===== src/rtl/mux_row_scheduler_if.sv =====
// Framebuffer fetch / driver shift handshake between the row scheduler and the slice framebuffer.
interface mux_row_scheduler_if #(
    parameter int unsigned LED_WIDTH = 4
);
    logic [3:0]           load_row_en;
    logic [LED_WIDTH-1:0] led;
    logic                 data_req;
    logic                 data_ack;
    logic                 shift_en;

    modport master (output load_row_en, led, data_req, shift_en, input data_ack);
    modport slave  (input load_row_en, led, data_req, shift_en, output data_ack);
endinterface


===== src/rtl/mux_row_scheduler.sv =====
// Runs one multiplexing frame: per row fetch/shift all driver outputs, blank, latch, then display.
module mux_row_scheduler #(
    parameter int unsigned NB_LEDS_PER_GROUP = 16,
    parameter int unsigned BLANK_CYCLES      = 4,
    parameter int unsigned ON_CYCLES         = 64
) (
    input  logic                      clk,
    input  logic                      nrst,
    input  logic                      start_frame,
    mux_row_scheduler_if.master       bus,
    output logic                      latch,
    output logic [3:0]                row_en,
    output logic                      busy,
    output logic                      frame_done
);
    localparam int unsigned LED_WIDTH = $clog2(NB_LEDS_PER_GROUP);
    localparam int unsigned MAX_CYC   = (BLANK_CYCLES > ON_CYCLES) ? BLANK_CYCLES : ON_CYCLES;
    localparam int unsigned CNT_WIDTH = $clog2(MAX_CYC + 1);

    localparam logic [LED_WIDTH-1:0] LED_LAST   = LED_WIDTH'(NB_LEDS_PER_GROUP - 1);
    localparam logic [CNT_WIDTH-1:0] BLANK_LAST = CNT_WIDTH'(BLANK_CYCLES - 1);
    localparam logic [CNT_WIDTH-1:0] ON_LAST    = CNT_WIDTH'(ON_CYCLES - 1);

    localparam logic [2:0] IDLE    = 3'd0;
    localparam logic [2:0] LOAD    = 3'd1;
    localparam logic [2:0] BLANK   = 3'd2;
    localparam logic [2:0] LATCH   = 3'd3;
    localparam logic [2:0] DISPLAY = 3'd4;

    logic [2:0]           state, state_n;
    logic [1:0]           row, row_n;
    logic [LED_WIDTH-1:0] led_q, led_n;
    logic [CNT_WIDTH-1:0] cnt, cnt_n;

    logic [3:0] load_row_en_q, load_row_en_n;
    logic       data_req_q, data_req_n;
    logic       latch_n;
    logic [3:0] row_en_n;
    logic       busy_n;
    logic       frame_done_n;

    // Next-state and next-output decode; outputs are registered from the next state.
    always_comb begin
        state_n      = state;
        row_n        = row;
        led_n        = led_q;
        cnt_n        = cnt;
        frame_done_n = 1'b0;

        case (state)
            IDLE: begin
                if (start_frame) begin
                    state_n = LOAD;
                    row_n   = 2'd0;
                    led_n   = '0;
                end
            end
            LOAD: begin
                if (bus.data_ack) begin
                    if (led_q == LED_LAST) begin
                        state_n = BLANK;
                        led_n   = '0;
                        cnt_n   = '0;
                    end else begin
                        led_n = led_q + 1'b1;
                    end
                end
            end
            BLANK: begin
                if (cnt == BLANK_LAST) begin
                    state_n = LATCH;
                    cnt_n   = '0;
                end else begin
                    cnt_n = cnt + 1'b1;
                end
            end
            LATCH: begin
                state_n = DISPLAY;
                cnt_n   = '0;
            end
            DISPLAY: begin
                if (cnt == ON_LAST) begin
                    cnt_n = '0;
                    led_n = '0;
                    if (row == 2'd3) begin
                        state_n      = IDLE;
                        row_n        = 2'd0;
                        frame_done_n = 1'b1;
                    end else begin
                        state_n = LOAD;
                        row_n   = row + 1'b1;
                    end
                end else begin
                    cnt_n = cnt + 1'b1;
                end
            end
            default: begin
                state_n = IDLE;
                row_n   = 2'd0;
                led_n   = '0;
                cnt_n   = '0;
            end
        endcase

        load_row_en_n = (state_n == LOAD)    ? (4'b0001 << row_n) : 4'b0000;
        row_en_n      = (state_n == DISPLAY) ? (4'b0001 << row_n) : 4'b0000;
        data_req_n    = (state_n == LOAD);
        latch_n       = (state_n == LATCH);
        busy_n        = (state_n != IDLE);
    end

    always_ff @(posedge clk or negedge nrst) begin
        if (!nrst) begin
            state         <= IDLE;
            row           <= 2'd0;
            led_q         <= '0;
            cnt           <= '0;
            load_row_en_q <= 4'b0000;
            data_req_q    <= 1'b0;
            latch         <= 1'b0;
            row_en        <= 4'b0000;
            busy          <= 1'b0;
            frame_done    <= 1'b0;
        end else begin
            state         <= state_n;
            row           <= row_n;
            led_q         <= led_n;
            cnt           <= cnt_n;
            load_row_en_q <= load_row_en_n;
            data_req_q    <= data_req_n;
            latch         <= latch_n;
            row_en        <= row_en_n;
            busy          <= busy_n;
            frame_done    <= frame_done_n;
        end
    end

    // Shift strobe is the only combinational output: an accepted transfer this cycle.
    assign bus.load_row_en = load_row_en_q;
    assign bus.led         = led_q;
    assign bus.data_req    = data_req_q;
    assign bus.shift_en    = data_req_q & bus.data_ack;

endmodule


===== src/flat_wrapper.sv =====
// flat-port wrapper written by rule: the top's interface ports become plain ports
module mux_row_scheduler_flat 
#(
    parameter int unsigned NB_LEDS_PER_GROUP = 16,
    parameter int unsigned BLANK_CYCLES      = 4,
    parameter int unsigned ON_CYCLES         = 64
)
  (clk, nrst, start_frame, latch, row_en, busy, frame_done, bus_load_row_en, bus_led, bus_data_req, bus_shift_en, bus_data_ack);
  mux_row_scheduler_if #(.LED_WIDTH(4)) bus_i ();
  input  logic clk;
  input  logic nrst;
  input  logic start_frame;
  output logic latch;
  output logic [3:0] row_en;
  output logic busy;
  output logic frame_done;
  output wire logic [$bits(bus_i.load_row_en)-1:0] bus_load_row_en;
  output wire logic [$bits(bus_i.led)-1:0] bus_led;
  output wire logic [$bits(bus_i.data_req)-1:0] bus_data_req;
  output wire logic [$bits(bus_i.shift_en)-1:0] bus_shift_en;
  input wire logic [$bits(bus_i.data_ack)-1:0] bus_data_ack;
  assign bus_load_row_en = bus_i.load_row_en;
  assign bus_led = bus_i.led;
  assign bus_data_req = bus_i.data_req;
  assign bus_shift_en = bus_i.shift_en;
  assign bus_i.data_ack = bus_data_ack;
  mux_row_scheduler #(.NB_LEDS_PER_GROUP(NB_LEDS_PER_GROUP), .BLANK_CYCLES(BLANK_CYCLES), .ON_CYCLES(ON_CYCLES)) u_core (.clk(clk), .nrst(nrst), .start_frame(start_frame), .bus(bus_i), .latch(latch), .row_en(row_en), .busy(busy), .frame_done(frame_done));
endmodule

===== config.mk =====
export PLATFORM = sky130hd
export DESIGN_NAME = mux_row_scheduler_flat
export DESIGN_NICKNAME = d
export VERILOG_FILES = /design/src/rtl/mux_row_scheduler_if.sv /design/src/rtl/mux_row_scheduler.sv /design/src/flat_wrapper.sv
export SDC_FILE = /design/constraint.sdc
export NUM_CORES = 1
export LEC_CHECK = 0
export CELL_PAD_IN_SITES_DETAIL_PLACEMENT = 2
export CELL_PAD_IN_SITES_GLOBAL_PLACEMENT = 2
export CORE_AREA = 2 2 68 70
export CTS_CLUSTER_DIAMETER = 60
export CTS_CLUSTER_SIZE = 10
export DETAILED_ROUTE_END_ITERATION = 6
export DIE_AREA = 0 0 70 72
export HOLD_SLACK_MARGIN = 0.1
export PLACE_DENSITY_LB_ADDON = 0.1
export SETUP_SLACK_MARGIN = 0.1
export SLEW_MARGIN = 20
export SYNTH_ARGS = -nofsm -noshare
export SYNTH_HDL_FRONTEND = slang
export SYNTH_SLANG_ARGS = --single-unit

===== constraint.sdc =====
create_clock -name clk -period 2.05 [get_ports clk]
set_input_delay 0.41 -clock clk [delete_from_list [all_inputs] [get_ports clk]]
set_output_delay 0.41 -clock clk [all_outputs]
set_load 0.005 [all_outputs]

# Word-level counts from Yosys, hierarchy flattened
# Cells that the tools add are included.
# classes
order_cmp,0
n_div,0
mux,26
add_sub_neg,3
shift,1
bitwise_logic,3
n_eq_ne,15
n_reduce_logical,6
n_mul,0
# ops
cell,count
$mux W7,4
$pmux W7 S4,1
$mux W4,6
$pmux W4 S4,1
$mux W3,5
$pmux W3 S5,1
$eq A3 B2 Y1 const B,3
$add A7 B1 Y7 const B,1
$eq A7 B2 Y1 const B,1
$eq A7 B6 Y1 const B,1
$eq A3 B1 Y1 const B,2
$eq A3 B3 Y1 const B,2
$mux W2,3
$pmux W2 S3,1
$add A4 B1 Y4 const B,1
$eq A4 B4 Y1 const B,1
$mux W1,4
$ne A2 B1 Y1 const B,2
$ne A2 B2 Y1 const B,2
$reduce_and A4 Y1,1
$shl A1 B2 Y4 const A,1
$logic_not A3 Y1,1
$reduce_and A3 Y1,1
$reduce_bool A3 Y1,1
6 further kinds,7
# totals
latch_bits,0
memories,0
rom_bits,0
word_cells,64
ramBits,0
inputBits,4
regBits,28
out_inout_bits,17

# Longest topological paths before layout
# Gate-level depths: netlist of the first run.
# depth
depth_word,6
depth_mapped,6
ltp_nobuf,6

# Worst setup path after synthesis of the first run
# OpenSTA, ideal clock, no wires.
# synth_timing
path_kind,register -> register
start,reg u_core.cnt[0]
end,"reg u_core.led_q[3], in the netlist u_core.bus.led[3]"
n_path_buf,1
required_time_ps,1913
period_less_slack_ps,1664
setup_time_ps,137
path_slack_ps,386
arrival_ps,1527
path_stages_with_launch,7
cell_sequence,dfrtp_1 -> ha_1 -> nand3_2 -> o21a_1 -> buf_4 -> o41ai_1 -> o31ai_1
# synth_via
elab_chain_cells,3
# synth_lines
element,line_no,text
"start, declared",mux_row_scheduler.sv:33,"logic [CNT_WIDTH-1:0] cnt, cnt_n;"
"start signal, assigned",mux_row_scheduler.sv:128,cnt <= cnt_n;
$eq A7 B6 Y1,mux_row_scheduler.sv:82,if (cnt == ON_LAST) begin
$ne A2 B1 Y1 (no source line),n/a,
$reduce_and A4 Y1 (no source line),n/a,
"end signal, assigned",mux_row_scheduler.sv:127,led_q <= led_n;
"end, declared",mux_row_scheduler.sv:32,"logic [LED_WIDTH-1:0] led_q, led_n;"
# Every way passes these cells.
# A chain may end at the register's enable or synchronous reset.

# Worst setup path in the final report of the first run
# layout_timing
start,reg u_core.state[0]
end,reg u_core.row_en[2]
# layout_via
elab_chain_cells,5
elab_cells_between_ends,16
classes_between,eq/ne: 5; shift: 1; mux: 8; reduce/logical: 2
# layout_lines
element,line_no,text
"start, declared",mux_row_scheduler.sv:30,"logic [2:0] state, state_n;"
"start signal, assigned",mux_row_scheduler.sv:125,state <= state_n;
$eq A3 B2 Y1 or $eq A3 B1 Y1 (tied branches),mux_row_scheduler.sv:50,case (state)
$reduce_or A3 Y1 (no source line),n/a,
$pmux W2 S3 *,mux_row_scheduler.sv:50,
net u_core.row_n[0],mux_row_scheduler.sv:31,"logic [1:0] row, row_n;"
$shl A1 B2 Y4 *,mux_row_scheduler.sv:106,row_en_n = (state_n == DISPLAY) ? (4'b0001 << row_n) : 4'b0000;
$mux W4 *,mux_row_scheduler.sv:106,
net u_core.row_en_n[2],mux_row_scheduler.sv:38,logic [3:0] row_en_n;
"end signal, assigned",mux_row_scheduler.sv:132,row_en <= row_en_n;
"end, declared",mux_row_scheduler.sv:12,"output logic [3:0] row_en,"
# Mark *: on every way through the listed nets, which the timed path passes. The rest lies on a longest branch.

==> results of run 1 <==
[kinds of logic after synthesis]
logic type | after synthesis | synth area share
and+or+nand+nor | 60 | 0.2513
buffers and inverters | 9 | 0.03846
DFF | 28 | 0.5009
AOI/OAI and AO/OA | 35 | 0.1825
adders and majority gates | 3 | 0.02684
[worst reg2reg max path, cell delays in order (launching register included)]
cell and delay [ns]:
dfrtp_1 0.44, buf_4 0.20, nor3b_2 0.31, o21ai_0 0.24, o22ai_4 0.26, inv_1 0.17, nor3b_1 0.25
[placed cells by master (no fill, tap or decap), types with 2 or more instances in the layout]
cell,instances
a211oi_1,3
a21oi_1,4
and3_1,2
buf_4,18
clkbuf_8,3
clkdlybuf4s50_1,19
dfrtp_1,26
dfrtp_2,2
ha_1,3
inv_1,5
nand2_1,18
nand3_1,5
nor2_1,8
nor2b_1,2
nor3_1,5
nor3b_1,3
nor3b_2,2
o211ai_1,3
o21ai_0,11
o31ai_1,2
o41ai_1,2
or3b_1,2
[routing by layer]
metal	track usage	share of wire	vias to the layer above
li1	-	-	572
met1	0.2238	0.44	621
met2	0.3005	0.52	20
met3	0.01944	0.022	6
met4	0.05342	0.015	0
met5	0	0	-
[sequential cells by signal, indices dropped and copies added (netlist names), 2 cells and up]
register                flops
u_core.row_en               4
u_core.bus.load_row_en      4
u_core.row                  2
u_core.cnt                  7
u_core.state                3
u_core.bus.led              4
[area by class of cell]
type | count | area (um^2)
multi-input combinational | 98 | 675.6
sequential | 28 | 703.2
fill | 467 | 2396
clock buffer | 3 | 41.29
inverter | 5 | 18.77
timing repair buffer | 38 | 334.1
tap | 52 | 65.06
clock inverter | 1 | 30.03
[through the flow]
| step | TNS, ns | worst slack (ns) |
|---|---|---|
| after floorplan | 0 | 0.3858 |
| after global placement | 0 | 0.09886 |
| after detailed placement | 0 | 0.05433 |
| after CTS | 0 | 0.1045 |
| after global routing | -0.1052 | -0.07721 |
| final | 0 | 0.1048 |
[path summary, 6_finish.rpt]
path	startpoint	to	slack, ns	depth (start not counted)
setup / recovery	u_core.state[0]	u_core.row_en[2]	0.10	6
hold / removal	nrst	u_core.cnt[5]	0.50	2
setup reg to reg	u_core.state[0]	u_core.row_en[2]	0.10	6
hold reg to reg	u_core.cnt[0]	u_core.cnt[0]	0.54	1
max in group asynchronous	nrst	u_core.state[2]	1.24	2
min in group clk	u_core.cnt[0]	u_core.cnt[0]	0.54	1
[what timing repair did]
item / CTS / global route
endpoints found under the setup margin: 9 / 13
resized for setup: 4 / 5
buffers inserted: 0 / 7
pin swaps: 0 / 2
[report_power, final]
group          leakage, nW  total (mW)  internal (mW)  switching (mW)
Sequential           0.359       0.552          0.552               0
Combinational        0.409      0.0225        0.00794          0.0146
Clock               0.0357       0.446          0.262           0.185
==> impl_results.md, run 1 <==
- Largest net degree at the start of global routing: 29
- Power Density: approximately 550 nW/um^2
- Sum of routed wire length over all layers: 4.308 mm
- Die area: 5040 um^2
- Fraction of post-synthesis cell area in the top cell type by area: 0.5009
- Top cell types by occurrence after synthesis: dfrtp_1 (28), nand2_1 (18), o21ai_0 (11), nor2_1 (9)
- Number of placement rows: 24
- Design Power: 1.021 mW
- # diodes: 0
- Global-route wire length before repair: 6.941 mm
- Vias per Instance: 5.418
- Design Area, Final: 1868 um^2
- Number of instances in the synthesized netlist: 135
- Clock insertion delay at the later pin of the skew report: between 0.2 and 0.3 ns
- Vias in the first global route: 1397
- Width of the chip: 70 um
- Delay contributed by the slowest stage of the critical path: ~0.44 ns
- Remaining design rule violation count: 0
- Mean Syn Cell Area: 10.36 um^2
- Class of the worst hold path: in2async
- Global-route total usage across every layer: 0.1712
- Clock root buffer: clkbuf_8
- CP cell instances: buf_4 -> nor3b_2 -> o21ai_0 -> o22ai_4 -> inv_1 -> nor3b_1
- Setup repair after global routing missed its margin: yes
- Port bufs: 20
- Area of placed instances: about 1700 um^2
- Static Leak: 0.8034 nW
- DR WL/cell: around 19 um
- Number of enable-type register cells in the synthesized netlist: 0
- Min Hold Slack: between 0.5 and 0.6 ns
- Cells taking the most area after synthesis: dfrtp_1 (50%), nand2_1 (4.8%), o21ai_0 (3.9%)
- Count leader, synth: dfrtp_1
- Ys async rst share: 1.000
- Number of clock sinks: 28
- Post-Route Skew: approximately 0.0050 ns
- Yosys reg bits: 28
- Starting density of the core: 0.3281
- Final hold violation count: 0
- Post-synthesis cell area: 1399 um^2
- Post-CTS Hold Buffers: 0
- Number of buffers and inverters on the critical path: 2
- Post-Synthesis Net Count: 142
- Count of placed standard cells including taps: 214
- Clock period minus final worst setup slack: just under 2 ns
- Fin. max-slew vios: 0
- Leading register cell type out of synthesis: dfrtp_1
- Max Clk Rate: 514.1 MHz
- Max-cap violations: 0
- Iteration-0 DRC count of the detailed router: between 60 and 70
- Class of the most critical setup path: reg2reg
- Launching element type of the critical path: flop
- Placed wire-length estimate: 2.754 mm
- RD Place Congestion: 0.8226
- Top cell family by delay on the critical path: simple AND/OR/NAND/NOR gates
- Library cell contributing the largest single delay on the critical path: dfrtp_1
- Critical Path End Type: flop
- Count of antenna-violating nets left after detailed routing: 0
- Status: finished clean
- Max-slew headroom: 0.6910
- Die Y-Extent: 72 um
- Number of warnings issued by yosys: 0
- Crit path DAT: 2.13 ns
- Total setup violations reported at the end of the flow: 0
- Share of the yosys chip area belonging to registers: 0.5009
- Layout Nets: between 150 and 200
- Top-level port count: 21
- Total number of vias: 1219
- Fraction of the cycle the final worst path needs: 0.9489
- Core Box Area: 4264 um^2
- TritonCTS Buffers: 3
- Proportion of layout cells with a drive suffix above 1: 0.2081
- TritonCTS clock tree: built
- Total overflow reported by the global router: 0
- Initial antenna violation count: 0
- First-pass iteration count of the detailed router: 4
- Clock transition at path regs: 0.10 ns
- H-tree level count: 1
- Final Core Density: 0.4381
- Maximum clock path buffer count: 2
- Worst slew pin tran: 0.4586 ns
- Final Non-Filler Cells: 225
- Cell taking the most area after synthesis: dfrtp_1
- Synth unique cells: 43
- Growth of design area from synthesis to finish: 33.54%
- Worst vdd ir: 0.3261 mV
- Data required time of the worst path: between 2 and 2.5 ns
- Largest fanout on the critical path: 8
Note: power is estimated with default switching activity, not from simulation.
==> inputs of run 2 (changes only) <==
==> constraint.sdc (replaced) <==
create_clock -name clk -period 1.9 [get_ports clk]
set_input_delay 0.38 -clock clk [delete_from_list [all_inputs] [get_ports clk]]
set_output_delay 0.38 -clock clk [all_outputs]
set_load 0.005 [all_outputs]
==> impl_results.md, run 2 (synthesis results as in run 1) <==
- Status: finished clean
- Crit path DAT: 1.97 ns (-0.16 ns)
- Number of placement rows: 24 (unchanged)
- Sequential fraction of design power: 0.540 (about the same)
- Library cell contributing the largest single delay on the critical path: dfrtp_2
- Maximum clock path buffer count: 2 (unchanged)
- Power Density: 564.3 nW/um^2 (+3.3%)
- Final Worst Setup Slack: 0.1231 ns (+0.01824 ns)
- Final Non-Filler Cells: 233 (+3.6%)
- Routed wire length on met2: 2.169 mm (-3.8%)
- Count of antenna-violating nets left after detailed routing: 0 (unchanged)
- Width of the chip: 70 um (unchanged)
- Layout Nets: 189 (+4.4%)
- Core Box Area: 4264 um^2 (unchanged)
- # diodes: 0 (unchanged)
- Fraction of the cycle the final worst path needs: 0.9352 (-0.01364)
- Worst vdd ir: 0.3444 mV (+5.6%)
- Static Leak: 0.8305 nW (+3.4%)
- Post-place setup slack: -0.05557 ns (-0.1099 ns)
- Post-Route Skew: 0.003218 ns (-0.001767 ns)
- Global-route wire length before repair: 7.044 mm (+1.5%)
- Vias per Instance: 5.296 (-2.2%)
- Critical Path End Type: flop
- Detailed-route wire length on metal 1: 1.875 mm (-0.95%)
- Sum of routed wire length over all layers: 4.165 mm (-3.3%)
- Worst slew pin tran: 0.4777 ns (+0.01909 ns)
- CP cell instances: or3b_4 -> nor4_4 -> o22ai_2 -> buf_4 -> nor4bb_2
- First-pass iteration count of the detailed router: 4 (unchanged)
- Launching element type of the critical path: flop
- Top-level port count: 21 (unchanged)
- Reg with most FFs: u_core.cnt
- Number of clock sinks: 28 (unchanged)
- Class of the worst hold path: in2async
- Vias in the first global route: 1410 (+0.93%)
- Largest net degree at the start of global routing: 29 (unchanged)
- Highest-count cells in the layout ignoring fill and taps: buf_4 (26), dfrtp_1 (24), clkdlybuf4s50_1 (19)
- Total overflow reported by the global router: 0 (unchanged)
- Post-CTS Hold Buffers: 0 (unchanged)
- Final hold violation count: 0 (unchanged)
- Growth of design area from synthesis to finish: 39.71%
- Clock root buffer: clkbuf_8
- Clock insertion delay at the later pin of the skew report: 0.28 ns (about the same)
- Max-cap violations: 0 (unchanged)
- Max Clk Rate: 562.8 MHz (+9.5%)
- Commonest non-fill, non-tap cell in the layout: buf_4
- Fin. max-slew vios: 0 (unchanged)
- Die area: 5040 um^2 (unchanged)
- Max reg flops: 7 (unchanged)
- Total setup violations reported at the end of the flow: 0 (unchanged)
- Design Area, Final: 1954 um^2 (+4.6%)
- Placed wire-length estimate: 3.060 mm (+11%)
- H-tree level count: 1 (unchanged)
- Total number of vias: 1234 (+1.2%)
- Delay contributed by the slowest stage of the critical path: 0.45 ns (about the same)
- TritonCTS clock tree: built
- Global-route total usage across every layer: 0.1764 (+0.005203)
- Proportion of layout cells with a drive suffix above 1: 0.2818 (+0.07368)
- Die Y-Extent: 72 um (unchanged)
- Max-slew headroom: 0.6791 (-0.01194)
- Starting density of the core: 0.3281 (unchanged)
- Power share of the clock group: 0.436 (about the same)
- Top Metal Used: met4
- Largest fanout on the critical path: 5 (-3)
- Iteration-0 DRC count of the detailed router: 18 (-74%)
- Final Core Density: 0.4583 (+0.02025)
- Total internal power: 0.8877 mW (+8.1%)
- DR WL/cell: 17.88 um (-6.6%)
- Combinational group share of total power: 0.024 (+0.002)
- Net switching power figure: 0.2151 mW (+7.9%)
- Port bufs: 20 (unchanged)
- Final total negative setup slack: 0 ns (unchanged)
- RD Place Congestion: 0.7954 (-3.3%)
- Initial antenna violation count: 0 (unchanged)
- Class of the most critical setup path: reg2reg
- Remaining design rule violation count: 0 (unchanged)
- Clock transition at path regs: 0.10 ns (about the same)
- Met3 routed wirelength: 84 um (-11%)
- Clock period minus final worst setup slack: 1.777 ns (-0.1682 ns)
- Setup repair after global routing missed its margin: yes
- Area of placed instances: 1787 um^2 (+4.4%)
- Count of placed standard cells including taps: 224 (+4.7%)
- Fraction of power spent switching nets: 0.1950 (-0.0002251)
- Data required time of the worst path: 2.09 ns (-0.14 ns)
- TritonCTS Buffers: 3 (unchanged)
==> run 2: changes by cell type in the layout (fill, tap and decap cells not counted), sizes merged <==
cell,change
buf,+8
==> run 2: stage by stage <==
stage          hold WS, ns  power [mW]
2_1_floorplan      0.08441      0.6094
3_3_place_gp        0.5044      0.6338
3_5_place_dp        0.5602      0.6353
4_1_cts             0.4915       1.115
5_1_grt             0.5195       1.144
6_report            0.4776       1.103
==> run 2: what timing repair did <==
action / in CTS / in global routing
pin swaps: 0 / 1
resized for setup: 3 / 13
setup endpoints to repair: 12 / 15
buffers inserted: 0 / 5
==> run 2: layout make-up <==
cell class | count | area [um^2]
fill | 466 | 2310
timing repair buffer | 46 | 394.1
tap | 52 | 65.06
sequential | 28 | 705.7
clock buffer | 3 | 41.29
inverter | 5 | 18.77
multi-input combinational | 98 | 699.4
clock inverter | 1 | 30.03
==> run 2: path summary, 6_finish.rpt <==
kind                            slack (ns)  cells after the start               from                         to
worst max-delay path                  0.12                      5    u_core.state[0]  u_core.bus.load_row_en[1]
worst min-delay path                  0.48                      2               nrst              u_core.cnt[3]
worst max register to register        0.12                      5    u_core.state[0]  u_core.bus.load_row_en[1]
worst min register to register        0.57                      2  u_core.bus.led[1]          u_core.bus.led[1]
max in group asynchronous             1.11                      2               nrst            u_core.state[1]
min in group clk                      0.57                      2  u_core.bus.led[1]          u_core.bus.led[1]
==> run 2: layer usage <==
layer  global-route usage  vias up
li1                     -      589
met1               0.2214      625
met2               0.3217       16
met3              0.01944        4
met4              0.05342        0
met5                    0        -
==> run 2: power groups by stage <==
stage / sequential, mW / clock [mW] / combinational (mW)
after floorplan: 0.607 / 0 / 0.00206
after global placement: 0.607 / 0 / 0.0266
after detailed placement: 0.607 / 0 / 0.0281
after CTS: 0.595 / 0.492 / 0.0274
after global routing: 0.596 / 0.519 / 0.0294
final: 0.595 / 0.481 / 0.0264
==> run 2: worst max-delay path, delay by kind of cell, from the launching register on <==
kind            cells  cell delay (ns)
buf+inv             1             0.16
flops               1             0.45
simple gates        3             0.93
compound gates      1             0.14
